$ cat src/rtl/memory_control_arb.sv
// Single-port memory arbiter: data and instruction requesters share one RAM port.
// Data has fixed priority, and a grant is held until completion, error, timeout or withdrawal.
module memory_control_arb #(
   parameter logic [7:0] TIMEOUT = 8'd255
) (
   input  logic        CLK,
   input  logic        RST,
   input  logic        iREN,
   input  logic [31:0] iaddr,
   output logic        iwait,
   output logic [31:0] iload,
   input  logic        dREN,
   input  logic        dWEN,
   input  logic [31:0] daddr,
   input  logic [31:0] dstore,
   output logic        dwait,
   output logic [31:0] dload,
   output logic        ccwait,
   output logic        ccinv,
   output logic [31:0] ccsnoopaddr,
   output logic        ramREN,
   output logic        ramWEN,
   output logic [31:0] ramaddr,
   output logic [31:0] ramstore,
   input  logic [31:0] ramload,
   input  logic [1:0]  ramstate,
   output logic        bus_err
);

   typedef enum logic [1:0] {IDLE, DGNT, IGNT} state_t;
   typedef enum logic [1:0] {FREE, BUSY, ACCESS, ERROR} ramstate_t;

   state_t     state, state_next;
   ramstate_t  rs;
   logic [7:0] cnt, cnt_next;
   logic       err_set;

   assign rs          = ramstate_t'(ramstate);
   assign ccwait      = 1'b0;
   assign ccinv       = 1'b0;
   assign ccsnoopaddr = 32'h0;

   // NOTE: every signal driven here gets a default first, so no path can infer a latch.
   always_comb begin
      state_next = state;
      cnt_next   = 8'h0;
      err_set    = 1'b0;
      iwait      = 1'b1;
      dwait      = 1'b1;
      iload      = 32'h0;
      dload      = 32'h0;
      ramREN     = 1'b0;
      ramWEN     = 1'b0;
      ramaddr    = 32'h0;
      ramstore   = 32'h0;

      // While reset is high the block looks idle, even though the state register is not yet cleared.
      if (!RST) begin
         case (state)
            IDLE: begin
               if (dREN || dWEN)
                  state_next = DGNT;
               else if (iREN)
                  state_next = IGNT;
            end

            DGNT: begin
               if (!dREN && !dWEN) begin
                  state_next = IDLE;
               end else begin
                  ramaddr  = daddr;
                  ramstore = dstore;
                  ramWEN   = dWEN;
                  ramREN   = dREN & ~dWEN;
                  if (rs == ACCESS) begin
                     dwait      = 1'b0;
                     dload      = ramload;
                     state_next = IDLE;
                  end else if (rs == ERROR) begin
                     dwait      = 1'b0;
                     dload      = ramload;
                     err_set    = 1'b1;
                     state_next = IDLE;
                  end else if (cnt == TIMEOUT) begin
                     dwait      = 1'b0;
                     err_set    = 1'b1;
                     state_next = IDLE;
                  end else begin
                     cnt_next = cnt + 8'h1;
                  end
               end
            end

            IGNT: begin
               if (!iREN) begin
                  state_next = IDLE;
               end else begin
                  ramaddr = iaddr;
                  ramREN  = 1'b1;
                  if (rs == ACCESS) begin
                     iwait      = 1'b0;
                     iload      = ramload;
                     state_next = IDLE;
                  end else if (rs == ERROR) begin
                     iwait      = 1'b0;
                     iload      = ramload;
                     err_set    = 1'b1;
                     state_next = IDLE;
                  end else if (cnt == TIMEOUT) begin
                     iwait      = 1'b0;
                     err_set    = 1'b1;
                     state_next = IDLE;
                  end else begin
                     cnt_next = cnt + 8'h1;
                  end
               end
            end

            default: state_next = IDLE;
         endcase
      end
   end

   // NOTE: sequential state uses non-blocking assignments so all registers update together at the edge.
   always_ff @(posedge CLK) begin
      if (RST) begin
         state   <= IDLE;
         cnt     <= 8'h0;
         bus_err <= 1'b0;
      end else begin
         state <= state_next;
         cnt   <= cnt_next;
         if (err_set)
            bus_err <= 1'b1;
      end
   end

endmodule

$ cat config.mk
export PLATFORM = sky130hd
export DESIGN_NAME = memory_control_arb
export DESIGN_NICKNAME = d
export VERILOG_FILES = /design/src/rtl/memory_control_arb.sv
export SDC_FILE = /design/constraint.sdc
export NUM_CORES = 1
export LEC_CHECK = 0
export BUFFER_PORTS_ARGS = -buffer_cell sky130_fd_sc_hd__buf_2
export CAP_MARGIN = 15
export CORE_AREA = 10 10 109 111
export CTS_CLUSTER_SIZE = 24
export DETAILED_ROUTE_END_ITERATION = 8
export DIE_AREA = 0 0 119 121
export PLACE_DENSITY = 0.61
export REMOVE_ABC_BUFFERS = 1
export SETUP_SLACK_MARGIN = 0.2
export SYNTH_ARGS = -nofsm -noshare
export SYNTH_HDL_FRONTEND = slang
export SYNTH_SLANG_ARGS = --single-unit
export TNS_END_PERCENT = 100
$ cat constraint.sdc
create_clock -name CLK -period 1.5 [get_ports CLK]
set_clock_uncertainty 0.1 [all_clocks]
set_input_delay 0.3 -clock CLK [delete_from_list [all_inputs] [get_ports CLK]]
set_output_delay 0.3 -clock CLK [all_outputs]
set_load 0.03 [all_outputs]
==> summary.txt, run 1 <==
status -> finished, violations left
failing checks -> setup timing
pin count of the biggest net entering global routing -> 34
min-delay worst type -> in2reg
crit path from -> state[1]$_SDFFE_PP0P_
proportion of layout cells with a drive suffix above 1 -> 75.8%
wire length per cell -> 21.2 um
Die ar. -> 0.0144 sq mm
max-cap violations -> 0
crit-path cells -> buf_6, ha_4, buf_12, nand2_8, buf_4, clkbuf_16, nor2_2, buf_6
CP Max Fanout -> 6
Reg2Reg Setup Slack -> -0.33 ns
clock share of power -> 15.0%
Reg-to-Reg Start -> state[1]$_SDFFE_PP0P_
total design power -> 0.00196 W
vias in the first global route -> 3608
PwrDens -> 346 mW/mm^2
Fin Setup TNS -> -56.38 ns
Synth Cell Area -> 0.00201 sq mm
Nets -> 770
drt drc -> 0
TritonCTS buffer count -> 3
GRT Total Usage -> 16.9%
starting density of the core -> 20.9%
cell row count -> 36
Yosys cell types -> 36
worst vdd ir -> 0.274 mV
Final Hold Fails -> 0
Psw -> 0.000883 W
die height -> 121 um
initial drt markers -> 286
fin crit share -> 136%
Crit path arrival time -> 1.64 ns
combinational power share -> 69.4%
Ys Warns -> 0
final HPWL from detailed placement -> 10.7 mm
hold_buf cts -> 0
FMAX -> 489 MHz
Util after Layout -> 58.9%
ANT nets after route -> 0
PnR worst setup slack -> -0.545 ns
Worst EP required -> 1.10 ns
Pre-Repair DR Iteration Count -> 4
Reg2Reg Depth -> 9
CP dominant cell by count -> buf_6
leakage -> 2.47 nW
WS Path Type -> reg2out
sequential fraction of the synthesis area -> 10.9%
core footprint -> 0.00964 sq mm
Worst Hold Launch -> ramstate[1]
CTS max path bufs -> 2
stages on the worst setup path -> 8
gpl congestion -> 0.804
clock sinks -> 11
TritonCTS clock tree -> done
port bufs -> 267
Final Max Slew Viols -> 0
total gr overflow -> 0
I/O pins -> 302
Cell Int Power -> 0.00108 W
CP peak stage delay -> 0.35 ns
switching share of power -> 45.0%
first-pass GRT wire length -> 20.2 mm
Setup crit start kind -> register
initial antenna violation count -> 1
CTS H-tree depth -> 1
root buffer cell -> clkbuf_8
Synth Area per Inst -> 6.10 sq um
Mapped Cells -> 330
Synth Register Bits -> 11
worst skew pair latency -> 0.24 ns
synth-to-layout area growth -> 182%
unrepaired setup endpoints after global routing -> true
Die X -> 119 um
CP endpoint -> iload[28]
via count -> 3545
Worst R2R End -> cnt[5]$_SDFF_PP0_
non-filler cells in the finished layout -> 763
Slowest cell on crit path -> dfxtp_2
Flop pwr share -> 15.6%
clk slew on worst S/H paths -> 0.05 ns
Routed WL -> 16.2 mm
fin crit period -> 2.04 ns
crit end category -> output pin
Via density -> 4.65
Hold Slack -> 0.269 ns
CP bufs+invs -> 5
family with the most delay on the worst path -> buffers and inverters
placed cell count -> 728
endpoints failing setup -> 143
metrics by stage:
stage | area, sq um | worst slack, ns
floorplan | 1710 | -0.894
global placement | 3500 | -0.326
detailed placement | 3500 | -0.375
CTS | 4470 | -0.458
global route | 5680 | -0.588
finish | 5680 | -0.545
cell families after synthesis:
kind of cell,synth area share [%]
other,0.186
buffers and inverters,21.9
flip-flops,10.9
adder cells (fa/ha/maj),3.11
AO/OA/AOI/OAI,19.6
XOR/XNOR,1.31
AND/OR/NAND/NOR,43.0
metal layers:
| metal | up-vias | routed length [um] | track usage (%) |
|---|---|---|---|
| li1 | 1614 | - | - |
| met3 | 30 | 1350 | 6.38 |
| met2 | 248 | 8450 | 32.1 |
| met1 | 1653 | 5930 | 17.1 |
| met5 | - | 0 | 0 |
| met4 | 0 | 430 | 3.59 |
flip-flops by register name, summed over array words and instances, names as in the netlist:
name	cells
cnt	8
bus_err	1
state	2
power by group through the flow:
stage / sequential, W / combinational (W) / clock (W)
6_report: 0.000306 / 0.00136 / 0.000295
5_1_grt: 0.000306 / 0.00143 / 0.000317
4_1_cts: 0.000306 / 0.00104 / 0.000304
3_5_place_dp: 0.000308 / 0.000849 / 0
3_3_place_gp: 0.000308 / 0.000839 / 0
2_1_floorplan: 0.000309 / 0.000454 / 0
worst min-delay path by stage:
stage,slack (ns),cells past startpoint,to
final,0.27,3,cnt[6]$_SDFF_PP0_
after global routing,0.28,3,cnt[6]$_SDFF_PP0_
after CTS,0.27,3,cnt[6]$_SDFF_PP0_
after detailed placement,0.37,2,bus_err$_SDFFE_PP0P_
after global placement,0.36,2,bus_err$_SDFFE_PP0P_
after floorplan,0.27,1,cnt[2]$_SDFF_PP0_
cell usage in the layout, fill, tap and decap left out, types with 2 or more instances in the layout:
| cell type | Yosys | layout |
|---|---|---|
| nand2_4 | 0 | 2 |
| o211ai_1 | 2 | 2 |
| nor2_4 | 0 | 60 |
| ha_1 | 5 | 3 |
| a211oi_2 | 3 | 3 |
| xnor2_1 | 2 | 2 |
| nand3_1 | 2 | 2 |
| inv_1 | 5 | 3 |
| nor2_1 | 100 | 34 |
| or3_1 | 3 | 3 |
| nand2_1 | 40 | 36 |
| conb_1 | 1 | 34 |
| buf_4 | 34 | 51 |
| buf_2 | 10 | 135 |
| a22oi_2 | 0 | 24 |
| dfxtp_1 | 11 | 9 |
| and2_4 | 0 | 33 |
| a22oi_1 | 32 | 8 |
| buf_16 | 0 | 6 |
| clkbuf_16 | 0 | 11 |
| clkbuf_8 | 0 | 3 |
| ha_4 | 0 | 2 |
| buf_12 | 0 | 11 |
| nand4_1 | 2 | 2 |
| buf_6 | 7 | 108 |
| nor2_2 | 1 | 7 |
| o21ai_0 | 6 | 5 |
| nor3_2 | 3 | 4 |
worst min-delay path, delay by kind of cell:
family / cells / cell delay, ns
AOI/OAI and AO/OA: 1 / 0.04
buffers and inverters: 2 / 0.22
layout make-up:
type                       instances  area, sq um
fill                             808         3960
timing repair buffer             323         2950
multi-input combinational        286         2260
sequential                        11          225
tap                              133          166
clock buffer                       4         45.0
inverter                           5         21.3
antenna                            1         2.50
cells in the mapped netlist:
master	number	share of area (%)
nor2_1	100	19
nand2_1	40	7.5
buf_4	34	13
and2_1	33	10
a22oi_1	32	12
dfxtp_1	11	11
buf_2	10	2.5
clkbuf_1	10	1.9
buf_6	7	3.9
o21ai_0	6	1.5
ha_1	5	3.1
inv_1	5	0.93
a211oi_2	3	1.9
nor3_2	3	1.5
or3_1	3	0.93
nand3_1	2	0.50
nand4_1	2	0.62
nor2b_1	2	0.62
nor3_1	2	0.50
o211ai_1	2	0.75
o22ai_1	2	0.62
xnor2_1	2	0.87
a21o_1	1	0.37
a21oi_1	1	0.25
conb_1	1	0.19
nand2b_1	1	0.31
nand3_2	1	0.50
nand3b_1	1	0.37
nor2_2	1	0.31
nor4b_1	1	0.44
o21a_1	1	0.37
o21ai_2	1	0.44
o21ba_2	1	0.50
o21bai_2	1	0.56
o31a_1	1	0.44
xor2_1	1	0.44
repair_timing:
action,in CTS,in global routing
pin swaps,7,69
setup buffers,3,9
gates cloned,6,12
endpoints found under the setup margin,143,143
gates resized for setup,241,225
No activity file was read; power rests on OpenSTA's default activity.
==> inputs of run 2 (changes only) <==
--- a/config.mk
+++ b/config.mk
@@ -5,12 +5,13 @@
 export SDC_FILE = /design/constraint.sdc
 export NUM_CORES = 1
 export LEC_CHECK = 0
+export ABC_AREA = 1
 export BUFFER_PORTS_ARGS = -buffer_cell sky130_fd_sc_hd__buf_2
 export CAP_MARGIN = 15
-export CORE_AREA = 10 10 109 111
+export CORE_AREA = 10 10 110 112
 export CTS_CLUSTER_SIZE = 24
 export DETAILED_ROUTE_END_ITERATION = 8
-export DIE_AREA = 0 0 119 121
+export DIE_AREA = 0 0 120 122
 export PLACE_DENSITY = 0.61
 export REMOVE_ABC_BUFFERS = 1
 export SETUP_SLACK_MARGIN = 0.2
==> summary.txt, run 2 <==
Nets -> 851 (+11%)
I/O pins -> 302 (unchanged)
initial antenna violation count -> 1 (unchanged)
vias in the first global route -> 3721 (+3.1%)
Hold Slack -> 0.295 ns (+0.0259 ns)
Mapped Cells -> 403 (+22%)
Setup WS pre-CTS -> -0.402 ns (-0.0267 ns)
Synth Area per Inst -> 5.27 sq um (-14%)
hold_buf cts -> 0 (unchanged)
via count -> 3836 (+8.2%)
highest metal used -> met4
ys flop type -> dfxtp_1
routed length on met3 -> 1.24 mm (-8.6%)
worst skew pair latency -> 0.25 ns (about the same)
Synth Register Bits -> 11 (unchanged)
Ys Warns -> 0 (unchanged)
drt drc -> 0 (unchanged)
share of the synthesized area in the top cell type -> 15.8% (-2.9 points)
max_slew headroom -> 55.7%
WL met2 -> 9.19 mm (+8.9%)
Slew @ Worst Pin -> 0.664 ns
wire length per cell -> 19.4 um (-8.5%)
WS Path Type -> reg2out
proportion of layout cells with a drive suffix above 1 -> 75.1% (-0.76 points)
root buffer cell -> clkbuf_8
worst vdd ir -> 0.497 mV (+82%)
total design power -> 0.00212 W (+8.3%)
Final Max Slew Viols -> 0 (unchanged)
Largest Register -> cnt
Die X -> 120 um (+0.84%)
sequential fraction of the synthesis area -> 10.4% (-0.57 points)
PnR worst setup slack -> -0.627 ns (-0.0821 ns)
initial drt markers -> 205 (-28%)
first-pass GRT wire length -> 20.5 mm (+1.6%)
Die ar. -> 0.0146 sq mm (+1.7%)
DRT met1 WL -> 5.56 mm (-6.3%)
TritonCTS clock tree -> done
failing checks -> setup timing
final HPWL from detailed placement -> 9.99 mm (-6.9%)
GRT Total Usage -> 17.1% (+0.19 points)
commonest non-fill, non-tap cells in the layout -> buf_2, buf_6, inv_1, buf_4, nor3_4
Crit path arrival time -> 1.73 ns (+0.09 ns)
PwrDens -> 340 mW/mm^2 (-1.7%)
cell row count -> 37 (+2.8%)
Area contributors post-synth -> nor3_1, nand2_1, buf_4, inv_1, dfxtp_1
endpoints failing setup -> 143 (unchanged)
top cells by count, synth -> nand2_1, inv_1, nor3_1
Yosys top cell by area -> nor3_1
Final Hold Fails -> 0 (unchanged)
port bufs -> 267 (unchanged)
status -> finished, violations left
Largest regs -> cnt (8), state (2), bus_err (1)
most frequent cell after synthesis -> nand2_1
crit end category -> output pin
Setup crit start kind -> register
CP Max Fanout -> 8 (+2)
Yosys cell types -> 23 (-36%)
TritonCTS buffer count -> 3 (unchanged)
fin crit share -> 142% (+5.5 points)
Routed WL -> 16.4 mm (+1.5%)
number of synthesized flops with an enable pin -> 0 (unchanged)
die height -> 122 um (+0.83%)
Synth Cell Area -> 0.00212 sq mm (+5.5%)
min-delay worst type -> in2reg
gpl congestion -> 0.847 (+5.4%)
FMAX -> 470 MHz (-3.9%)
clock sinks -> 11 (unchanged)
commonest non-fill, non-tap cell in the layout -> buf_2
core footprint -> 0.0100 sq mm (+4.2%)
Worst EP required -> 1.10 ns (about the same)
CTS H-tree depth -> 1 (unchanged)
CTS max path bufs -> 2 (unchanged)
fin crit period -> 2.13 ns (+0.0821 ns)
total gr overflow -> 0 (unchanged)
Synth async-reset ratio -> 0% (unchanged)
Pre-Repair DR Iteration Count -> 4 (unchanged)
synth-to-layout area growth -> 195%
Via density -> 4.53 (-2.5%)
pin count of the biggest net entering global routing -> 65 (+91%)
max-cap violations -> 0 (unchanged)
clk slew on worst S/H paths -> 0.06 ns (about the same)
Largest register FFs -> 8 (unchanged)
starting density of the core -> 21.1% (+0.26 points)
fillers -> 808 (unchanged)
ANT nets after route -> 0 (unchanged)
leakage -> 3.03 nW (+23%)
Util after Layout -> 62.3% (+3.4 points)
unrepaired setup endpoints after global routing -> true
-- run 2: cell count changes after synthesis, moves of 4 or more --
cell	change
inv_1	+69
nor3_1	+65
nor2_1	-59
a21oi_1	+39
nand2_1	+37
and2_1	-33
a22oi_1	-32
buf_6	-7
o21ai_0	-6
buf_2	+5
inv_2	+5
clkbuf_1	-4
nand2_2	+4
-- run 2: power breakdown --
part | switching (W) | total (W) | internal, W | leakage (nW)
combinational | 0.000929 | 0.00150 | 0.000570 | 2.92
sequential | 0.00000534 | 0.000303 | 0.000298 | 0.0910
clock | 0.000134 | 0.000322 | 0.000188 | 0.0228
-- run 2: area by class of cell --
cell class	instances	area (sq um)	share of cell area (%)
timing repair buffer	325	2800	44.8
timing repair inverter	3	60.1	0.960
clock buffer	4	45.0	0.720
inverter	79	320	5.12
tap	136	170	2.72
multi-input combinational	288	2630	42.0
sequential	11	228	3.64
antenna	1	2.50	0.0400
-- run 2: worst paths after layout --
kind / start / end / slack [ns] / depth (start not counted)
worst max-delay path: state[1]$_SDFFE_PP0P_ / ramaddr[13] / -0.63 / 9
worst min-delay path: ramstate[0] / bus_err$_SDFFE_PP0P_ / 0.29 / 3
worst max register to register: state[1]$_SDFFE_PP0P_ / cnt[7]$_SDFF_PP0_ / -0.26 / 12
worst min register to register: bus_err$_SDFFE_PP0P_ / bus_err$_SDFFE_PP0P_ / 0.34 / 2
-- run 2: worst max-delay path: stages (launching register included) --
cell and delay [ns]:
dfxtp_2 0.32, inv_2 0.08, ha_4 0.16, inv_4 0.04, nor2_4 0.15, buf_6 0.14
clkbuf_16 0.16, nand2_2 0.07, a21oi_2 0.18, buf_6 0.15
-- run 2: timing repair --
action / CTS / global route
gates cloned: 7 / 4
setup endpoints to repair: 143 / 143
buffers inserted: 5 / 6
pin swaps: 4 / 40
resized for setup: 354 / 217
endpoints found under the hold margin: 0 / 0
-- run 2: cell families (layout without fill, tap and decap cells) --
group / Yosys count / in the layout / synth area share (%)
adder cells (fa/ha/maj): 5 / 5 / 2.95
AO/OA/AOI/OAI: 41 / 41 / 9.84
AND/OR/NAND/NOR: 206 / 206 / 44.2
buffers and inverters: 137 / 411 / 31.6
other: 1 / 35 / 0.177
XOR/XNOR: 2 / 2 / 0.825
flip-flops: 11 / 11 / 10.4
-- run 2: metal layers --
metal | GRT usage, % | vias up
li1 | - | 1790
met1 | 17.9 | 1805
met2 | 32.7 | 204
met3 | 4.86 | 37
met4 | 4.45 | 0
met5 | 0 | -
-- run 2: metrics by stage --
step / std cells / TNS, ns / cell area (sq um)
6_report: 847 / -66.22 / 6250
5_1_grt: 847 / -75.05 / 6250
4_1_cts: 836 / -55.35 / 5180
3_5_place_dp: 820 / -37.04 / 3750
3_3_place_gp: 820 / -35.42 / 3750
2_1_floorplan: 378 / -78.36 / 1870
